File: src/rtl/clkdiv_pkg.sv
// Shared defaults and helpers for the clkdiv_bank divider channels.
// Optional tick outputs are enabled with CLKDIV_TICK_EN.
package clkdiv_pkg;

  localparam int DEF_CNT_W    = 16;
  localparam int DEF_HALF_RST = 2500;

  // Width of a channel index; a single channel still needs one select bit.
  function automatic int chan_idx_w(input int n);
    return (n > 1) ? $clog2(n) : 1;
  endfunction

  // A zero half-period would never wrap, so it is treated as one cycle.
  function automatic logic [31:0] clamp_half(input logic [31:0] h);
    return (h == 32'd0) ? 32'd1 : h;
  endfunction

endpackage

File: src/rtl/clkdiv_chan.sv
// One divider channel: half-period counter, active/pending reload, slw and tick.
// Tick register exists only when CLKDIV_TICK_EN is defined; otherwise tick is 0.
module clkdiv_chan
  import clkdiv_pkg::*;
#(
  parameter int CNT_W    = DEF_CNT_W,
  parameter int HALF_RST = DEF_HALF_RST
) (
  input  logic             clk,
  input  logic             rst,
  input  logic             en,
  input  logic             wr,
  input  logic [CNT_W-1:0] half,
  output logic             pend,
  output logic             slw,
  output logic             tick
);

  localparam logic [CNT_W-1:0] HALF_INIT = CNT_W'(clamp_half(32'(HALF_RST)));

  logic [CNT_W-1:0] cnt;
  logic [CNT_W-1:0] active;
  logic [CNT_W-1:0] pending;
  logic             wrap;

  assign wrap = en && (cnt == active - 1'b1);

  // A pending value is only swapped in at a wrap or while idle, so a running
  // square wave never sees a shortened half-period.
  always_ff @(posedge clk or posedge rst) begin
    if (rst) begin
      cnt     <= '0;
      active  <= HALF_INIT;
      pending <= HALF_INIT;
      pend    <= 1'b0;
      slw     <= 1'b0;
    end else begin
      if (wrap) begin
        cnt <= '0;
        slw <= ~slw;
      end else if (en) begin
        cnt <= cnt + 1'b1;
      end else begin
        cnt <= '0;
      end

      if (pend && (wrap || !en)) begin
        active <= pending;
        pend   <= 1'b0;
      end else if (wr) begin
        pending <= half;
        pend    <= 1'b1;
      end
    end
  end

`ifdef CLKDIV_TICK_EN
  always_ff @(posedge clk or posedge rst) begin
    if (rst) begin
      tick <= 1'b0;
    end else begin
      tick <= wrap;
    end
  end
`else
  assign tick = 1'b0;
`endif

endmodule

File: src/rtl/clkdiv_bank.sv
// Bank of independent clock-enable dividers with a shared valid/ready write port.
// Define CLKDIV_TICK_EN to build the per-channel tick strobes.
module clkdiv_bank
  import clkdiv_pkg::*;
#(
  parameter int CHANNELS = 4,
  parameter int CNT_W    = DEF_CNT_W,
  parameter int HALF_RST = DEF_HALF_RST,
  localparam int SEL_W   = chan_idx_w(CHANNELS)
) (
  input  logic                clk,
  input  logic                rst,
  input  logic [CHANNELS-1:0] en,
  input  logic                wr_valid,
  input  logic [SEL_W-1:0]    wr_sel,
  input  logic [CNT_W-1:0]    half_in,
  output logic                wr_ready,
  output logic [CHANNELS-1:0] slw,
  output logic [CHANNELS-1:0] tick
);

  logic [CHANNELS-1:0]     pend;
  logic [(1<<SEL_W)-1:0]   pend_ext;
  logic [CNT_W-1:0]        half_clamped;
  logic                    wr_fire;

  // Unused select codes read as "not pending", so writes to them are accepted and dropped.
  always_comb begin
    pend_ext                 = '0;
    pend_ext[CHANNELS-1:0]   = pend;
  end

  assign wr_ready     = ~pend_ext[wr_sel];
  assign wr_fire      = wr_valid && wr_ready;
  assign half_clamped = CNT_W'(clamp_half(32'(half_in)));

  for (genvar i = 0; i < CHANNELS; i++) begin : g_chan
    clkdiv_chan #(
      .CNT_W    (CNT_W),
      .HALF_RST (HALF_RST)
    ) u_chan (
      .clk  (clk),
      .rst  (rst),
      .en   (en[i]),
      .wr   (wr_fire && (wr_sel == SEL_W'(i))),
      .half (half_clamped),
      .pend (pend[i]),
      .slw  (slw[i]),
      .tick (tick[i])
    );
  end

endmodule

File: config.mk
export PLATFORM = sky130hd
export DESIGN_NAME = clkdiv_bank
export DESIGN_NICKNAME = d
export VERILOG_FILES = /design/src/rtl/clkdiv_pkg.sv /design/src/rtl/clkdiv_chan.sv /design/src/rtl/clkdiv_bank.sv
export SDC_FILE = /design/constraint.sdc
export NUM_CORES = 1
export LEC_CHECK = 0
export ABC_AREA = 1
export BUFFER_PORTS_ARGS = -buffer_cell sky130_fd_sc_hd__buf_2
export CORE_UTILIZATION = 45
export DETAILED_ROUTE_END_ITERATION = 7
export GPL_ROUTABILITY_DRIVEN = 0
export GPL_TIMING_DRIVEN = 0
export PLACE_DENSITY_LB_ADDON = 0.12
export SYNTH_ARGS = -nofsm -noshare
export SYNTH_HDL_FRONTEND = slang
export SYNTH_SLANG_ARGS = --single-unit
File: constraint.sdc
create_clock -name clk -period 17.45 [get_ports clk]
set_input_delay 2.6175 -clock clk [delete_from_list [all_inputs] [get_ports clk]]
set_output_delay 2.6175 -clock clk [all_outputs]
set_load 0.01 [all_outputs]
* After elaboration in Yosys (flattened, before gate mapping)
Cells that the tools add are included.
** Word-level totals
- Output and inout port bits :: 9
- Word-level logic and storage cells :: 95
- Register bits :: 200
- Input port bits :: 25
** Operators by class
- Eq/ne operators :: 7
- Bitwise gates (word level) :: 9
- Reductions and logical operators :: 31
- Multiplexer cells :: 19
- $lt $le $gt $ge :: 1
- Add/sub/neg operators :: 8
** Operator list (count)
- 2-to-1 mux 16 bit :: 9
- adder 16 x 1 -> 16 bit (second input constant) :: 4
- == test 16 bit :: 4
- subtractor 16 x 1 -> 16 bit (second input constant) :: 4
- logical NOT 16 bit :: 1
- logical AND 1 bit :: 13
- 2-to-1 mux 1 bit :: 9
- NOT 1 bit :: 9
- AND reduction 2 bit :: 4
- nonzero test 2 bit :: 4
- == test 2 bit (second input constant) :: 2
- logical NOT 1 bit :: 4
- logical OR 1 bit :: 4
- less-than comparator 2 x 3 -> 1 bit (second input constant) :: 1
- binary-select mux 1 bit (select 2 bit) :: 1
- == test 2 x 1 -> 1 bit (second input constant) :: 1
- logical NOT 2 bit :: 1

* Longest topological paths before layout
- Depth in word-level cells :: 7
- Gate-level depth with buffers :: 17
- Mapped depth without buffers :: 16

* By module
A second synthesis with hierarchy kept.
** Second synthesis, totals
- Cells, all modules :: 1498
- Area, all modules :: 11272.1 µm²
** By module, submodules not included
- clkdiv_chan (g_chan[0].u_chan ...) :: times used 3, seq. area each 1263.7 µm², area an instance 2751.4 µm², cells each 360
- clkdiv_chan (g_chan[3].u_chan) :: times used 1, seq. area each 1263.7 µm², area an instance 2796.4 µm², cells each 365
- clkdiv_bank :: times used 1, seq. area each 0.0 µm², area an instance 221.5 µm², cells each 53

* Worst setup path after synthesis
No wires, ideal clock.
- Path type :: input-to-output
- From :: in wr_sel[0]
- To :: out wr_ready
- Path slack :: 11.753 ns
- Arrival :: 3.080 ns
- Stages on the path :: 4
- Buffers on the path :: 0
- Cell sequence :: inv_1 nor3_1 a31oi_1 o221ai_1
** Between the ends
- Cells in the longest elaborated chain, start to end :: 3
** RTL lines
- start, declared :: line clkdiv_bank.sv:15 : input logic [SEL_W-1:0] wr_sel,
- binary-select mux 1 bit (select 2 bit) :: line clkdiv_bank.sv:33 : assign wr_ready = ~pend_ext[wr_sel];
- 2-to-1 mux 1 bit (not written as such) :: line clkdiv_bank.sv:33
- NOT 1 bit :: line clkdiv_bank.sv:33
- end, declared :: line clkdiv_bank.sv:17 : output logic wr_ready,
Every way passes these cells. The select of a mux whose other input is x is not followed.

* Final worst setup path
Ends and elaborated chain as after synthesis.

==> results.json <==
{
  "outcome": "complete, no violations",
  "period_share_pct": 35.3,
  "fp.coreArea_sq_um": 23500,
  "gr-total-overflow": 0,
  "first_pass_iters": 5,
  "synth_cell_types": 40,
  "ant_nets": 0,
  "worst_pin_slew_ns": 0.620,
  "rows": 56,
  "antenna_found_initial": 1,
  "relSlewSlack_pct": 58.6,
  "ys_warn_count": 0,
  "drtIter0Drc": 439,
  "synth.avg_cell_area_sq_um": 7.82,
  "grt_max_degree": 114,
  "cp.arrival_ns": 3.54,
  "placedCellCount": 1737,
  "crit_fanout": 5,
  "max_stage_delay_ns": 0.23,
  "syn_area_sq_um": 10800,
  "grt_pass1_wl_um": 40200,
  "setup_viol": 0,
  "slew_viol_final": 0,
  "min_path_type": "reg -> reg",
  "cp_data_required_time_ns": 14.83,
  "finish.utilization_pct": 50.9,
  "fin_crit_ns": 6.16,
  "synthCells": 1385,
  "numCtsBuffers": 17,
  "post_cts_buffers": 0,
  "synth_edf_count": 0,
  "p_leak_nw": 5.90,
  "pin_count": 34,
  "path_cells": "buf_2 -> inv_1 -> nor3_1 -> a31oi_1 -> o221ai_1 -> buf_2",
  "wl_per_cell_um": 13.3,
  "final_area_sq_um": 12000,
  "finalNonFillerCells": 1770,
  "timing.hold.ws_ns": 0.474,
  "clock-sinks": 200,
  "irDropWorstVdd_mv": 0.0766,
  "vias_per_cell": 4.82,
  "crit_top_cell": "buf_2",
  "start_util_pct": 46.0,
  "cts_buffer_depth": 2,
  "grtUsageTotal_pct": 20.6,
  "synthArstFlopShare_pct": 100,
  "die_area_sq_um": 24700,
  "ys_ff_latch": 200,
  "dpl_cell_area_sq_um": 11400,
  "cts_htree_levels": 4,
  "clk_latency_ns": 0.43,
  "cts-resized-gates": 0,
  "skew_ns": 0.0107,
  "ys_seq_area_share_pct": 46.7,
  "io_buffers": 29,
  "tritoncts": "yes",
  "drive_gt1_share_pct": 11.7,
  "drc": 0,
  "die_x_um": 157,
  "cp-start-kind": "input pin",
  "vias": 8538,
  "dp_slack_ns": 11.25,
  "syn2layout_area_growth_pct": 10.6,
  "max_freq_mhz": 162,
  "fin_ws_ns": 11.29,
  "p_per_area_nw_per_um2": 143,
  "die_h_um": 157,
  "hold_buffers": 0,
  "cp_slowest_cell": "o221ai_1",
  "fillers": 2403,
  "final_hold_viol_count": 0,
  "postRouteWirelength_um": 23600,
  "fin_setup_tns_ns": 0,
  "ys.flop_type": "dfrtp_1",
  "end_kind": "primary output",
  "nets": 1470,
  "cts-root-buf": "clkbuf_16",
  "rsz0062_at_grt": "no",
  "clk_pin_slew_ns": 0.07,
  "dp_hpwl_um": 17500,
  "p_total_mw": 1.71,
  "drv_cap": 0,
  "grt_pass1_vias": 8314,
  "setup.worst_path.class": "in -> out"
}
==> Yosys cell counts (all sizes together) (8+ instances only) <==
library cell,n,area share [%]
nand4,15,0.87
dfstp,40,9.7
nand2,433,15
clkbuf,19,0.68
nand3b,19,1.3
xor2,69,5.6
xnor2,34,2.7
o21ai,71,3.3
nor3,23,1.2
ha,8,0.92
inv,124,4.3
buf,28,2.0
nor2,198,7.4
dfrtp,160,37
nand3,112,5.3
==> placed cells by master, fill, tap and decap left out, types with 4 or more instances in the layout <==
cell type / n
nand2_1: 422
clkinv_4: 4
inv_1: 122
nand3b_1: 19
nand3_1: 110
nand2_2: 6
nand4_1: 15
xnor2_1: 34
buf_4: 12
and2_1: 4
nor2_2: 11
conb_1: 4
clkbuf_1: 17
buf_2: 37
inv_6: 4
nor2_1: 183
xor2_1: 69
nor4_1: 5
dfstp_2: 40
nor2_4: 4
o21ai_0: 71
clkbuf_16: 17
nand2_4: 5
dfrtp_1: 160
buf_6: 7
ha_1: 8
nor3_1: 21
a21oi_1: 5
==> critical path, delay by kind of cell <==
kind                   cells  cell delay, ns
buffers and inverters      3            0.47
and+or+nand+nor            1            0.06
AOI/OAI and AO/OA          2            0.39
==> final timing paths <==
| check | start | end | slack (ns) | cells past startpoint |
|---|---|---|---|---|
| setup reg to reg | g_chan[0].u_chan.active[0]$_DFFE_PP0P_ | g_chan[0].u_chan.active[3]$_DFFE_PP0P_ | 15.15 | 14 |
| setup / recovery | wr_sel[0] | wr_ready | 11.29 | 6 |
| max in group asynchronous | rst | g_chan[0].u_chan.pending[11]$_DFFE_PP1P_ | 14.21 | 3 |
| min in group asynchronous | rst | g_chan[2].u_chan.active[0]$_DFFE_PP0P_ | 2.28 | 2 |
| hold / removal | g_chan[2].u_chan.active[2]$_DFFE_PP1P_ | g_chan[2].u_chan.active[2]$_DFFE_PP1P_ | 0.47 | 2 |
| hold reg to reg | g_chan[2].u_chan.active[2]$_DFFE_PP1P_ | g_chan[2].u_chan.active[2]$_DFFE_PP1P_ | 0.47 | 2 |
==> layout make-up <==
| class | count | area, sq um | area share, % |
|---|---|---|---|
| clock buffers | 18 | 439 | 3.67 |
| diodes | 1 | 2.50 | 0.0209 |
| flip-flops and latches | 200 | 5050 | 42.2 |
| clock inverters | 14 | 115 | 0.961 |
| multi-input cells | 1016 | 5030 | 42.0 |
| inverters | 125 | 477 | 3.98 |
| well taps | 319 | 399 | 3.33 |
| repair buffers | 30 | 173 | 1.44 |
| plain buffers | 47 | 287 | 2.39 |
==> registers in the layout (all words and copies together), names as in the netlist <==
signal and cells:
g_chan.u_chan.pending 64, g_chan.u_chan.cnt 64, g_chan.u_chan.slw 4, g_chan.u_chan.active 64, g_chan.u_chan.pend 4
==> metal layers <==
layer,part of all wire (%),GRT usage (%),vias up,wire (um)
li1,-,-,4455,-
met1,50,29.0,3976,11900
met2,47,33.7,93,11000
met3,2.4,3.17,14,558
met4,0.69,4.39,0,163
met5,0,0,-,0
==> cells by family (layout without fill, tap and decap cells) <==
group	after synthesis	in the layout	synth area share [%]
AOI/OAI and AO/OA	83	83	4.05
xor gates and xnor gates	106	106	8.96
adders and majority gates	8	8	0.924
buffers and inverters	172	234	6.98
DFF	200	200	46.7
other	1	5	0.0346
and+or+nand+nor	815	815	32.4
==> report_power, final <==
part / leakage, nW / internal [mW] / switching (mW)
Combinational: 3.11 / 0.241 / 0.369
Sequential: 2.51 / 0.611 / 0.113
Clock: 0.275 / 0.190 / 0.187
Total: 5.90 / 1.04 / 0.668
No activity file was read; power rests on OpenSTA's default activity.
